===== config.mk =====
export PLATFORM = sky130hd
export DESIGN_NAME = brew_sequencer
export DESIGN_NICKNAME = d
export VERILOG_FILES = /design/src/rtl/brew_sequencer.sv
export SDC_FILE = /design/constraint.sdc
export NUM_CORES = 1
export LEC_CHECK = 0
export BUFFER_PORTS_ARGS = -buffer_cell sky130_fd_sc_hd__buf_2
export CORE_ASPECT_RATIO = 2
export CORE_MARGIN = 2
export CORE_UTILIZATION = 60
export CTS_BUF_LIST = sky130_fd_sc_hd__clkbuf_8
export DETAILED_ROUTE_END_ITERATION = 7
export PLACE_DENSITY = 0.75
export SLEW_MARGIN = 20
export SYNTH_ARGS = -nofsm -noshare
export SYNTH_HDL_FRONTEND = slang
export SYNTH_SLANG_ARGS = --single-unit
export TNS_END_PERCENT = 50

===== constraint.sdc =====
create_clock -name clk -period 6.3 [get_ports clk]
set_input_delay 0.315 -clock clk [delete_from_list [all_inputs] [get_ports clk]]
set_output_delay 0.315 -clock clk [all_outputs]
set_load 0.1 [all_outputs]

===== src/rtl/brew_sequencer.sv =====
// Brew cycle sequencer: preheat, pre-infuse, soak, brew and settle for one cup,
// with a millisecond timebase, preheat timeout and pressure/temperature supervision.
module brew_sequencer #(
  parameter int TICK_CYCLES        = 50_000,
  parameter int PREHEAT_TIMEOUT_MS = 60_000,
  parameter int STABLE_MS          = 20,
  parameter int PREINFUSE_MS       = 3_000,
  parameter int SOAK_MS            = 2_000,
  parameter int BREW_MS            = 25_000,
  parameter int SETTLE_MS          = 2_000,
  parameter int TEMP_DROP_MS       = 500
) (
  input  logic       clk,
  input  logic       rst_n,
  input  logic       start,
  input  logic       abort,
  input  logic       extra_hot,
  input  logic       keep_warm,
  input  logic       clear_fault,
  input  logic       temp_ready,
  input  logic       pressure_ready,
  output logic       heating_enable,
  output logic       brewing_active,
  output logic [1:0] target_temp_mode,
  output logic       pump_enable,
  output logic       busy,
  output logic       done,
  output logic       error,
  output logic [1:0] err_code,
  output logic [2:0] state
);

  typedef enum logic [2:0] {
    S_IDLE      = 3'b000,
    S_PREHEAT   = 3'b001,
    S_PREINFUSE = 3'b010,
    S_SOAK      = 3'b011,
    S_BREW      = 3'b100,
    S_SETTLE    = 3'b101,
    S_DONE      = 3'b110,
    S_FAULT     = 3'b111
  } state_t;

  localparam int            PW         = (TICK_CYCLES > 1) ? $clog2(TICK_CYCLES) : 1;
  localparam logic [PW-1:0] PRESC_LAST = PW'(TICK_CYCLES - 1);
  localparam logic [16:0]   MS_MAX     = '1;

  state_t        state_q, state_d;
  logic [PW-1:0] presc_q;
  logic [16:0]   ms_q, stab_q, drop_q;
  logic [16:0]   ms_inc, stab_inc, drop_inc, dur_ms;
  logic [1:0]    mode_q, mode_d, err_d, tmode_d;
  logic          tick, both_ready, stab_hit, drop_hit, ms_hit, timeout_hit;
  logic          heat_d, brew_d, pump_d, busy_d, done_d, error_d;

  assign tick        = (presc_q == PRESC_LAST);
  assign both_ready  = temp_ready && pressure_ready;
  assign ms_inc      = (ms_q == MS_MAX) ? ms_q : ms_q + 17'd1;
  assign stab_inc    = (stab_q == MS_MAX) ? stab_q : stab_q + 17'd1;
  assign drop_inc    = (drop_q == MS_MAX) ? drop_q : drop_q + 17'd1;
  // Each "hit" fires on the tick that completes the required count.
  assign stab_hit    = tick && both_ready && (stab_inc >= 17'(STABLE_MS));
  assign drop_hit    = tick && !temp_ready && (drop_inc >= 17'(TEMP_DROP_MS));
  assign ms_hit      = tick && (ms_inc >= dur_ms);
  assign timeout_hit = tick && (ms_inc >= 17'(PREHEAT_TIMEOUT_MS));
  assign state       = state_q;

  always_comb begin
    dur_ms = MS_MAX;
    case (state_q)
      S_PREINFUSE: dur_ms = 17'(PREINFUSE_MS);
      S_SOAK:      dur_ms = 17'(SOAK_MS);
      S_BREW:      dur_ms = 17'(BREW_MS);
      S_SETTLE:    dur_ms = 17'(SETTLE_MS);
      default:     dur_ms = MS_MAX;
    endcase
  end

  always_comb begin
    state_d = state_q;
    mode_d  = mode_q;
    err_d   = err_code;
    case (state_q)
      S_IDLE: begin
        if (start && !abort) begin
          state_d = S_PREHEAT;
          mode_d  = extra_hot ? 2'b10 : 2'b01;
          err_d   = 2'b00;
        end
      end
      S_PREHEAT: begin
        if (abort)            state_d = S_IDLE;
        else if (stab_hit)    state_d = S_PREINFUSE;
        else if (timeout_hit) begin
          state_d = S_FAULT;
          err_d   = 2'b01;
        end
      end
      S_PREINFUSE, S_SOAK, S_BREW: begin
        if (abort) state_d = S_IDLE;
        else if (!pressure_ready) begin
          state_d = S_FAULT;
          err_d   = 2'b10;
        end else if (drop_hit) begin
          state_d = S_FAULT;
          err_d   = 2'b11;
        end else if (ms_hit) begin
          case (state_q)
            S_PREINFUSE: state_d = S_SOAK;
            S_SOAK:      state_d = S_BREW;
            default:     state_d = S_SETTLE;
          endcase
        end
      end
      S_SETTLE: begin
        if (abort)       state_d = S_IDLE;
        else if (ms_hit) state_d = S_DONE;
      end
      S_DONE:  state_d = S_IDLE;
      S_FAULT: if (clear_fault) state_d = S_IDLE;
      default: state_d = S_IDLE;
    endcase
  end

  // Outputs are decoded from the next state so they move on the same edge as state.
  always_comb begin
    heat_d  = 1'b0;
    brew_d  = 1'b0;
    pump_d  = 1'b0;
    tmode_d = 2'b00;
    busy_d  = 1'b1;
    done_d  = 1'b0;
    error_d = 1'b0;
    case (state_d)
      S_IDLE: begin
        heat_d = keep_warm;
        busy_d = 1'b0;
      end
      S_PREHEAT: begin
        heat_d  = 1'b1;
        tmode_d = mode_d;
      end
      S_PREINFUSE, S_BREW: begin
        heat_d  = 1'b1;
        brew_d  = 1'b1;
        pump_d  = 1'b1;
        tmode_d = mode_d;
      end
      S_SOAK: begin
        heat_d  = 1'b1;
        brew_d  = 1'b1;
        tmode_d = mode_d;
      end
      S_SETTLE: begin
        heat_d  = 1'b1;
        tmode_d = mode_d;
      end
      S_DONE: begin
        heat_d  = 1'b1;
        tmode_d = mode_d;
        done_d  = 1'b1;
      end
      default: begin
        busy_d  = 1'b0;
        error_d = 1'b1;
      end
    endcase
  end

  always_ff @(posedge clk or negedge rst_n) begin
    if (!rst_n) begin
      state_q          <= S_IDLE;
      mode_q           <= 2'b00;
      err_code         <= 2'b00;
      heating_enable   <= 1'b0;
      brewing_active   <= 1'b0;
      pump_enable      <= 1'b0;
      target_temp_mode <= 2'b00;
      busy             <= 1'b0;
      done             <= 1'b0;
      error            <= 1'b0;
    end else begin
      state_q          <= state_d;
      mode_q           <= mode_d;
      err_code         <= err_d;
      heating_enable   <= heat_d;
      brewing_active   <= brew_d;
      pump_enable      <= pump_d;
      target_temp_mode <= tmode_d;
      busy             <= busy_d;
      done             <= done_d;
      error            <= error_d;
    end
  end

  // All counters restart on a state change, so a dip never carries across phases.
  always_ff @(posedge clk or negedge rst_n) begin
    if (!rst_n) begin
      presc_q <= '0;
      ms_q    <= '0;
      stab_q  <= '0;
      drop_q  <= '0;
    end else if (state_d != state_q) begin
      presc_q <= '0;
      ms_q    <= '0;
      stab_q  <= '0;
      drop_q  <= '0;
    end else begin
      presc_q <= tick ? '0 : presc_q + 1'b1;
      if (tick) ms_q <= ms_inc;
      if (!both_ready) stab_q <= '0;
      else if (tick)   stab_q <= stab_inc;
      if (temp_ready)  drop_q <= '0;
      else if (tick)   drop_q <= drop_inc;
    end
  end

endmodule


==> results of run 1 <==
==> report_power, final <==
group	total, µW	switching [µW]	internal (µW)
logic	604	477	128
clock network	397	238	158
registers	605	39.0	566
total	1610	754	852
==> metrics by stage <==
stage,util,cells
after global routing,0.640,863
final,0.640,863
after CTS,0.639,863
after floorplan,-,733
after global placement,0.619,847
after detailed placement,0.619,847
==> worst max-delay path: stages (launching register included) <==
cell	delay (ns)
dfrtp_1	0.59
nand3_2	0.23
or4_1	0.71
nand2_2	0.20
nor2_1	0.10
xor2_1	0.16
ha_1	0.32
nand3_1	0.08
nor3_1	0.19
o211ai_1	0.20
or2_1	0.29
a21oi_4	0.21
o21ai_1	0.19
a2111oi_2	0.36
nor4_2	0.10
nand3_2	0.10
buf_4	0.42
nor3_1	0.11
==> sequential cells by signal, summed over array words and instances, names as in the netlist, 2 cells and up <==
register          flops
stab_q               17
state                 3
drop_q               17
ms_q                 17
target_temp_mode      2
err_code              2
mode_q                2
presc_q              16
==> cells by family after synthesis <==
| logic type | Yosys count | synth area share |
|---|---|---|
| DFF | 82 | 0.335 |
| and+or+nand+nor | 368 | 0.323 |
| adders and majority gates | 15 | 0.0307 |
| xor gates and xnor gates | 68 | 0.0973 |
| AOI/OAI and AO/OA | 125 | 0.146 |
| muxes | 12 | 0.0200 |
| buffers and inverters | 63 | 0.0474 |
==> per-layer routing <==
| layer | vias up | GRT usage | share of wire |
|---|---|---|---|
| li1 | 2652 | - | - |
| met1 | 2739 | 0.340 | 0.37 |
| met2 | 159 | 0.559 | 0.55 |
| met3 | 59 | 0.0364 | 0.033 |
| met4 | 0 | 0.161 | 0.046 |
| met5 | - | 0 | 0 |
==> worst max-delay path by stage <==
stage / end / start / slack (ns) / cells past startpoint
after global placement: stab_q[13]$_DFFE_PN0P_ / ms_q[8]$_DFFE_PN0P_ / 1.65 / 17
after CTS: stab_q[5]$_DFFE_PN0P_ / state[1]$_DFF_PN0_ / 1.58 / 15
after global routing: stab_q[13]$_DFFE_PN0P_ / state[1]$_DFF_PN0_ / 1.17 / 15
after floorplan: presc_q[3]$_DFF_PN0_ / state[2]$_DFF_PN0_ / 2.08 / 15
final: stab_q[5]$_DFFE_PN0P_ / ms_q[8]$_DFFE_PN0P_ / 1.59 / 17
after detailed placement: stab_q[5]$_DFFE_PN0P_ / ms_q[8]$_DFFE_PN0P_ / 1.61 / 17
==> layout make-up <==
cell class,count,area share
timing repair buffer,26,0.0232
clock inverter,7,0.0119
sequential,82,0.320
multi-input combinational,588,0.590
tap,135,0.0264
inverter,16,0.00937
clock buffer,9,0.0193
==> cells in the mapped netlist (6+ instances only) <==
library cell,count
clkbuf_1,18
and2_1,11
a21oi_1,30
mux2i_1,10
nor3_1,56
a31oi_1,10
o211ai_1,10
dfrtp_1,82
nand2_1,65
buf_2,25
ha_1,15
nand3_1,46
inv_1,14
nor2b_1,6
xor2_1,29
xnor2_1,39
nor2_1,76
o2111ai_1,6
nor3_2,10
and4_1,8
nand4_1,25
nor4_1,7
o21ai_0,17
and3_1,19
==> metrics.cfg, run 1 <==
[final_layout]
layout_commonest_cell=dfrtp_1
fin_nets=747
syn_to_final_growth_pct=4.70
final_area_um2=6410
layout_common_cells=dfrtp_1, nor2_1, nand2_1
ff_latch_area_um2=2050
drive_gt1_frac=0.111
diodes=0
fill_cells=924
multi_input_area_um2=3780

[clocking]
cts.sinks=82
cts_max_path_buffers=2
cts_resized=0
htreeDepth=3
postCtsSetupRepairBufs=0
clock_latency_ns=0.38
tritoncts=built
numCtsBuffers=9
clk_pin_slew_ns=0.10
cts_root_buffer=clkbuf_8
cts_hold_buffers=0

[placed_design]
post-place-ws_ns=1.61
portBuffers=21
place_hpwl_um=11900
gp_congestion=0.959
placed_area_um2=6200

[worst_setup_path]
reg2reg_to=stab_q[5]$_DFFE_PN0P_
r2r.worst_path.cells=17
critPathLaunchType=flip-flop
critPathMaxFanout=40
r2r-start=ms_q[8]$_DFFE_PN0P_
cp_data_required_time_ns=6.53
end_kind=flip-flop
r2r_slack_ns=1.59
cp.arrival_ns=4.94
crit_type=reg2reg

[timing]
drv_slew=0
worst_hold_slack_ns=-0.0296
relSlewSlack=0.341
rsz0062_at_grt=no
final.period_utilization=0.747
worst_slack_ns=1.59
finalClockSkew_ns=0.0161
setup_viol=0
finalHoldViolations=36
fmax_mhz=212
fin_tns_setup_ns=0
worst_slew_pin_slew_ns=0.981
finalCriticalPeriod_ns=4.71

[yosys]
synthCells=733
synth_edf_count=0
synth.avg_cell_area_um2=8.35
ys_top_cells_by_area=dfrtp_1, xnor2_1, nor2_1
synth_area_leader_cell=dfrtp_1
ys_ff_latch=82
synth_area_um2=6120
seq_area_frac_synth=0.335
syn-num-nets=757
yosys_warnings=0
ys.flop_type=dfrtp_1
synth_cell_types=75
synth_top_cell_area_share=0.335
synthArstFlopShare=1.00

[routing]
drc=0
dr_total_vias=5609
wirelength_um=16200
ant_nets=0
dr.pass1.iters=5
wl_per_cell_um=18.8
first_iter_violations=365
routed_via_density=6.50

[pwr]
p_per_area_nw_per_um2=251
power.leakage_uw=0.00252
finalPower_uw=1610
ir_drop_mv=0.221

[floorplan]
die-area_um2=11100
rows=52
fp.dieW_um=75.4
core_area_um2=10000
start_util=0.611
boundaryPins=22
die_y_um=147

[hold_path]
hp-class=in2async

[grt]
grt_pass1_wl_um=27100
overflow=0
grt_start_max_net_pins=83
grt_pass1_vias=5704
antenna_found_initial=0
grt_use_total=0.311

[job]
maxCapViolCount=0

[run_status]
outcome=complete, but fails checks
violations=negative hold slack

(Power assumes the default switching activity.)
==> run 2: changes to the inputs <==
Settings changed: ABC_AREA set to 1.
Clock period 6.3 ns to 4.39 ns, I/O delays scaled along.
==> run 2 against run 1 <==
  * Synthesized area fell by 0.74%
  * Setup slack got worse by 1.2 ns
  * Fmax increased by 17%
  * The flow now finishes without violations
  * Design area grew 1.2%
  * Critical endpoint is now presc_q[7]$_DFF_PN0_
  * Die area fell by 0.71%
  * Combinational power up 20%
  * Sequential share of layout area shrank 0.40 points
  * Count of clock-buffer cells in the layout is the same
==> metrics.cfg, run 2 <==
[run_status]
outcome=complete, no violations  ; was complete, but fails checks

[pwr]
p_per_area_nw_per_um2=331  ; was 251 nW/µm²
ir_drop_mv=0.367  ; was 0.221 mV
power.leakage_uw=0.00337  ; was 0.00252 µW
p_sw_frac=0.415  ; was 0.470
clockPowerShare=0.276  ; was 0.247
p_int_uw=1250  ; was 852 µW
p_seq_frac=0.386  ; was 0.377
finalPower_uw=2150  ; was 1610 µW
p_comb_frac=0.337  ; was 0.376
p_sw_uw=891  ; was 754 µW

[clocking]
cts.sinks=82  ; unchanged
clock_latency_ns=0.37  ; was 0.38 ns
clk_pin_slew_ns=0.08  ; was 0.10 ns
cts_root_buffer=clkbuf_8  ; unchanged
cts_max_path_buffers=2  ; unchanged
numCtsBuffers=9  ; unchanged
tritoncts=built  ; unchanged
htreeDepth=3  ; unchanged

[worst_setup_path]
critPathMaxStageDelay_ns=0.40  ; was 0.71 ns
crit_family=simple AND/OR/NAND/NOR gates  ; unchanged
crit_type=reg2reg  ; unchanged
critPathMaxFanout=18  ; was 40
crit_top_cell=nand2_1
cp.arrival_ns=4.30  ; was 4.94 ns
worstPathBufferInverterCount=3  ; was 1
cp_data_required_time_ns=4.68  ; was 6.53 ns
critPathLaunchType=flip-flop  ; unchanged
critPathSlowestCell=dfrtp_1  ; was or4_1
end_kind=flip-flop  ; unchanged

[yosys]
synth_area_um2=6080  ; was 6120 µm²
synth_top_cell_area_share=0.338  ; was 0.335
synthArstFlopShare=1.00  ; unchanged
synth_cell_types=36  ; was 75
syn-num-nets=890  ; was 757
synth_area_leader_cell=dfrtp_1  ; unchanged
yosys_warnings=0  ; unchanged
synthCells=866  ; was 733
seq_area_frac_synth=0.338  ; was 0.335
synth.most_common_cell=nand2_1  ; was dfrtp_1
ys_ff_latch=82  ; unchanged
synth_edf_count=0  ; unchanged
synth.avg_cell_area_um2=7.02  ; was 8.35 µm²
ys.flop_type=dfrtp_1  ; unchanged
synth_common_cells=nand2_1, nor2_1, inv_1, dfrtp_1, nand4_1  ; was dfrtp_1, nor2_1, nand2_1, nor3_1, nand3_1
ys_top_cells_by_area=dfrtp_1, nand2_1, nand4_1  ; was dfrtp_1, xnor2_1, nor2_1

[final_layout]
fin_nets=903  ; was 747
fill_cells=957  ; was 924
final_area_um2=6490  ; was 6410 µm²
diodes=0  ; unchanged
drive_gt1_frac=0.111  ; about the same
layout_common_cells=nand2_1, inv_1, nor2_1  ; was dfrtp_1, nor2_1, nand2_1
syn_to_final_growth_pct=6.80  ; was 4.70%
layout_commonest_cell=nand2_1  ; was dfrtp_1
fin_util=0.648  ; was 0.640
reg_top3=drop_q (17), ms_q (17), stab_q (17)  ; unchanged

[grt]
overflow=0  ; unchanged
grt_pass1_wl_um=26000  ; was 27,100 µm
grt_use_total=0.300  ; was 0.311
antenna_found_initial=0  ; unchanged
grt_start_max_net_pins=83  ; unchanged
grt_pass1_vias=5973  ; was 5,704

[routing]
first_iter_violations=339  ; was 365
ant_nets=0  ; unchanged
drc=0  ; unchanged
routed_via_density=5.74  ; was 6.50
dr.pass1.iters=4  ; was 5
wl_per_cell_um=15.2  ; was 18.8 µm
wirelength_um=15500  ; was 16,200 µm
dr_total_vias=5847  ; was 5,609

[timing]
worst_slew_pin_slew_ns=0.854  ; was 0.981 ns
fmax_mhz=249  ; was 212 MHz
rsz0062_at_grt=yes  ; was no
relSlewSlack=0.426  ; was 0.341
setup_viol=0  ; unchanged
drv_slew=0  ; unchanged
finalHoldViolations=0  ; was 36
final.period_utilization=0.914  ; was 0.747
fin_tns_setup_ns=0  ; unchanged
finalClockSkew_ns=0.0115  ; was 0.0161 ns
finalCriticalPeriod_ns=4.01  ; was 4.71 ns

[floorplan]
rows=52  ; unchanged
core_area_um2=10000  ; unchanged
die_y_um=146  ; was 147 µm
start_util=0.606  ; was 0.611
die-area_um2=11000  ; was 11,100 µm²
boundaryPins=22  ; unchanged
fp.dieW_um=75.2  ; was 75.4 µm

[hold_path]
hp-class=in2reg  ; was in2async

[placed_design]
place_hpwl_um=11700  ; was 11,900 µm
portBuffers=21  ; unchanged
placed_area_um2=6250  ; was 6200 µm²
gp_congestion=0.990  ; was 0.959

[job]
maxCapViolCount=0  ; unchanged

## run 2: final cells by class
class	count	area (µm²)	area share
clock buffer	9	124	0.0191
tap	135	169	0.0260
clock inverter	7	86.3	0.0133
sequential	82	2050	0.316
inverter	102	385	0.0594
timing repair buffer	31	214	0.0330
multi-input combinational	653	3460	0.533
## run 2: worst paths after layout
kind | startpoint | endpoint | slack, ns | cells past startpoint
worst max-delay path | ms_q[1]$_DFFE_PN0P_ | presc_q[7]$_DFF_PN0_ | 0.38 | 30
worst min-delay path | keep_warm | heating_enable$_DFF_PN0_ | 0.05 | 2
worst max register to register | ms_q[1]$_DFFE_PN0P_ | presc_q[7]$_DFF_PN0_ | 0.38 | 30
worst min register to register | presc_q[0]$_DFF_PN0_ | presc_q[0]$_DFF_PN0_ | 0.49 | 1
max in group asynchronous | rst_n | drop_q[7]$_DFFE_PN0P_ | 3.37 | 2
min in group asynchronous | rst_n | stab_q[1]$_DFFE_PN0P_ | 0.42 | 2
## run 2: per-stage QoR
stage,instances,hold WS (ns),worst slack [ns]
after floorplan,866,-0.0761,0.772
after global placement,1002,0.423,0.422
after detailed placement,1002,0.429,0.281
after CTS,1018,0.0424,0.261
after global routing,1019,0.0623,-0.0133
final,1019,0.0519,0.379
## run 2: kinds of logic after synthesis
group                    share of synthesized area
AO/OA/AOI/OAI                               0.0465
AND/OR/NAND/NOR                              0.430
buffers and inverters                       0.0947
XOR/XNOR                                    0.0605
flip-flops                                   0.338
adder cells (fa/ha/maj)                     0.0309
## run 2: routing by layer
metal	up-vias	track usage	wire length (µm)
met1	2756	0.304	5460
li1	2866	-	-
met4	0	0.196	942
met2	148	0.544	8670
met5	-	0	0
met3	77	0.0345	457
## run 2: power groups by stage
| stage | Clock (µW) | Sequential [µW] | Combinational [µW] |
|---|---|---|---|
| floorplan | 0 | 1040 | 400 |
| global placement | 0 | 841 | 694 |
| detailed placement | 0 | 844 | 716 |
| CTS | 606 | 829 | 715 |
| global route | 637 | 836 | 782 |
| finish | 593 | 829 | 723 |
## run 2: repair_timing
item,4_1_cts,5_1_grt
setup endpoints to repair,0,17
hold buffers,0,1
resized for setup,0,1
buffers inserted,0,0
endpoints found under the hold margin,0,70
==> run 3: changes to the inputs <==
Settings changed: ABC_AREA 1 to not set.
==> run 3 against run 2 <==
  * Flip-flop and latch count is the same
  * Via count shrank 1.0%
  * Design area is 2.5% higher
  * Count of clock-buffer cells in the layout unchanged
  * Setup slack worse by 0.16 ns
  * Die area grew 0.72%
  * Largest cell class unchanged
  * Sequential share of layout area decreased by 0.62 points
  * Global-route usage is 0.24 points lower
  * Routed wire length increased by 2.8%
  * Final cell count fell by 13%
  * Power up 10%
==> metrics.cfg, run 3 (same netlist as run 1, synthesis figures left out) <==
[placed_design]
portBuffers=21  ; unchanged
place_hpwl_um=11700  ; about the same
gp_congestion=0.970  ; was 0.990
placed_area_um2=6340  ; was 6250 µm²
post-place-ws_ns=0.0137  ; was 0.281 ns

[hold_path]
hp-class=in2reg  ; unchanged

[routing]
wirelength_um=16000  ; was 15,500 µm
dr.pass1.iters=4  ; unchanged
first_iter_violations=345  ; was 339
dr_total_vias=5788  ; was 5,847
ant_nets=0  ; unchanged
wl_per_cell_um=18.1  ; was 15.2 µm
drc=0  ; unchanged
routed_via_density=6.55  ; was 5.74

[job]
maxCapViolCount=0  ; unchanged

[worst_setup_path]
crit_family=simple AND/OR/NAND/NOR gates  ; unchanged
crit_chain=ha_4 -> nand3_1 -> or4_4 -> nand2_2 -> nor2_1 -> xor2_1 -> ha_1 -> nand3_1 -> nor3_1 -> o211ai_1 -> or2_1 -> a21oi_4 -> o21ai_1 -> buf_4 -> a2111oi_4 -> nor3b_4 -> mux2i_2 -> nor2b_1
cp.arrival_ns=4.45  ; was 4.30 ns
end_kind=flip-flop  ; unchanged
critPathSlowestCell=or4_4  ; was dfrtp_1
crit_top_cell=nand3_1  ; was nand2_1
critPathMaxFanout=7  ; was 18
crit_type=reg2reg  ; unchanged
critPathMaxStageDelay_ns=0.49  ; was 0.40 ns
cp_data_required_time_ns=4.66  ; was 4.68 ns
critPathLaunchType=flip-flop  ; unchanged
worstPathBufferInverterCount=1  ; was 3

[timing]
finalCriticalPeriod_ns=4.18  ; was 4.01 ns
fin_tns_setup_ns=0  ; unchanged
final.period_utilization=0.951  ; was 0.914
setup_viol=0  ; unchanged
finalClockSkew_ns=0.0188  ; was 0.0115 ns
fmax_mhz=240  ; was 249 MHz
worst_hold_slack_ns=0.0647  ; was 0.0519 ns
worst_slew_pin_slew_ns=0.752  ; was 0.854 ns
finalHoldViolations=0  ; unchanged
relSlewSlack=0.495  ; was 0.426
drv_slew=0  ; unchanged
worst_slack_ns=0.215  ; was 0.379 ns

[floorplan]
core_area_um2=10000  ; unchanged
die-area_um2=11100  ; was 11,000 µm²
start_util=0.611  ; was 0.606
rows=52  ; unchanged
fp.dieW_um=75.4  ; was 75.2 µm
die_y_um=147  ; was 146 µm
boundaryPins=22  ; unchanged

[final_layout]
reg_top3=drop_q (17), ms_q (17), stab_q (17)  ; unchanged
ff_latch_area_um2=2060  ; was 2050 µm²
fin_nets=767  ; was 903
layout_commonest_cell=nor2_1  ; was nand2_1
fin_util=0.664  ; was 0.648
layout_common_cells=nor2_1, dfrtp_1, nand2_1  ; was nand2_1, inv_1, nor2_1
syn_to_final_growth_pct=8.65  ; was 6.80%
drive_gt1_frac=0.151  ; was 0.111
final_area_um2=6650  ; was 6490 µm²
diodes=0  ; unchanged
multi_input_area_um2=3840  ; was 3460 µm²
fill_cells=906  ; was 957

[grt]
grt_start_max_net_pins=83  ; unchanged
grt_use_total=0.298  ; was 0.300
grt_pass1_wl_um=26000  ; about the same
grt_pass1_vias=5645  ; was 5,973
overflow=0  ; unchanged
antenna_found_initial=0  ; unchanged

[clocking]
tritoncts=built  ; unchanged
clk_pin_slew_ns=0.10  ; was 0.08 ns
cts_max_path_buffers=2  ; unchanged
cts.sinks=82  ; unchanged
clock_latency_ns=0.38  ; was 0.37 ns
cts_root_buffer=clkbuf_8  ; unchanged
htreeDepth=3  ; unchanged
numCtsBuffers=9  ; unchanged

[run_status]
outcome=complete, no violations  ; unchanged

[pwr]
p_per_area_nw_per_um2=356  ; was 331 nW/µm²
power.leakage_uw=0.00265  ; was 0.00337 µW
ir_drop_mv=0.394  ; was 0.367 mV

==> run 3: changes by cell type in the layout (fill, tap and decap cells not counted), sizes merged, moves of 15 or more <==
cell	change
nand4	-50
nor2	-24
inv	-83
nand3	-26
xnor2	+35
buf	+15
nand2	-183
and3	+18
nor3	+36
==> run 3: what timing repair did <==
action / in CTS / in global routing
hold endpoints to repair: 0 / 82
gates resized for setup: 1 / 20
hold buffers: 0 / 1
setup endpoints to repair: 5 / 74
pin swaps: 0 / 2
setup buffers: 0 / 3
==> run 3: layout make-up <==
| cell class | count | share of cell area |
|---|---|---|
| multi-input combinational | 588 | 0.578 |
| clock buffer | 9 | 0.0186 |
| tap | 135 | 0.0254 |
| timing repair buffer | 46 | 0.0478 |
| inverter | 16 | 0.00903 |
| sequential | 82 | 0.310 |
| clock inverter | 7 | 0.0115 |
==> run 3: worst paths after layout <==
kind / from / slack [ns] / cells after the start / end
worst max-delay path: ms_q[1]$_DFFE_PN0P_ / 0.21 / 18 / target_temp_mode[1]$_DFF_PN0_
worst min-delay path: extra_hot / 0.06 / 2 / mode_q[0]$_DFF_PN0_
worst max register to register: ms_q[1]$_DFFE_PN0P_ / 0.21 / 18 / target_temp_mode[1]$_DFF_PN0_
worst min register to register: presc_q[0]$_DFF_PN0_ / 0.49 / 1 / presc_q[0]$_DFF_PN0_
max in group asynchronous: rst_n / 3.34 / 2 / ms_q[10]$_DFFE_PN0P_
min in group asynchronous: rst_n / 0.47 / 2 / busy$_DFF_PN0_
==> run 3: report_power, final <==
part	switching (µW)	internal [µW]
Combinational	714	241
Sequential	38.8	812
Clock	333	227
==> run 3: layer usage <==
metal	global-route usage	vias up	wire, µm
met5	0	-	0
met4	0.183	0	937
met3	0.0439	78	626
met2	0.528	208	8730
met1	0.311	2804	5670
li1	-	2698	-
==> run 3: metrics by stage <==
stage | power [µW] | cells
after detailed placement | 1810 | 863
after CTS | 2380 | 879
after floorplan | 1600 | 733
after global routing | 2480 | 883
after global placement | 1780 | 863
final | 2370 | 883
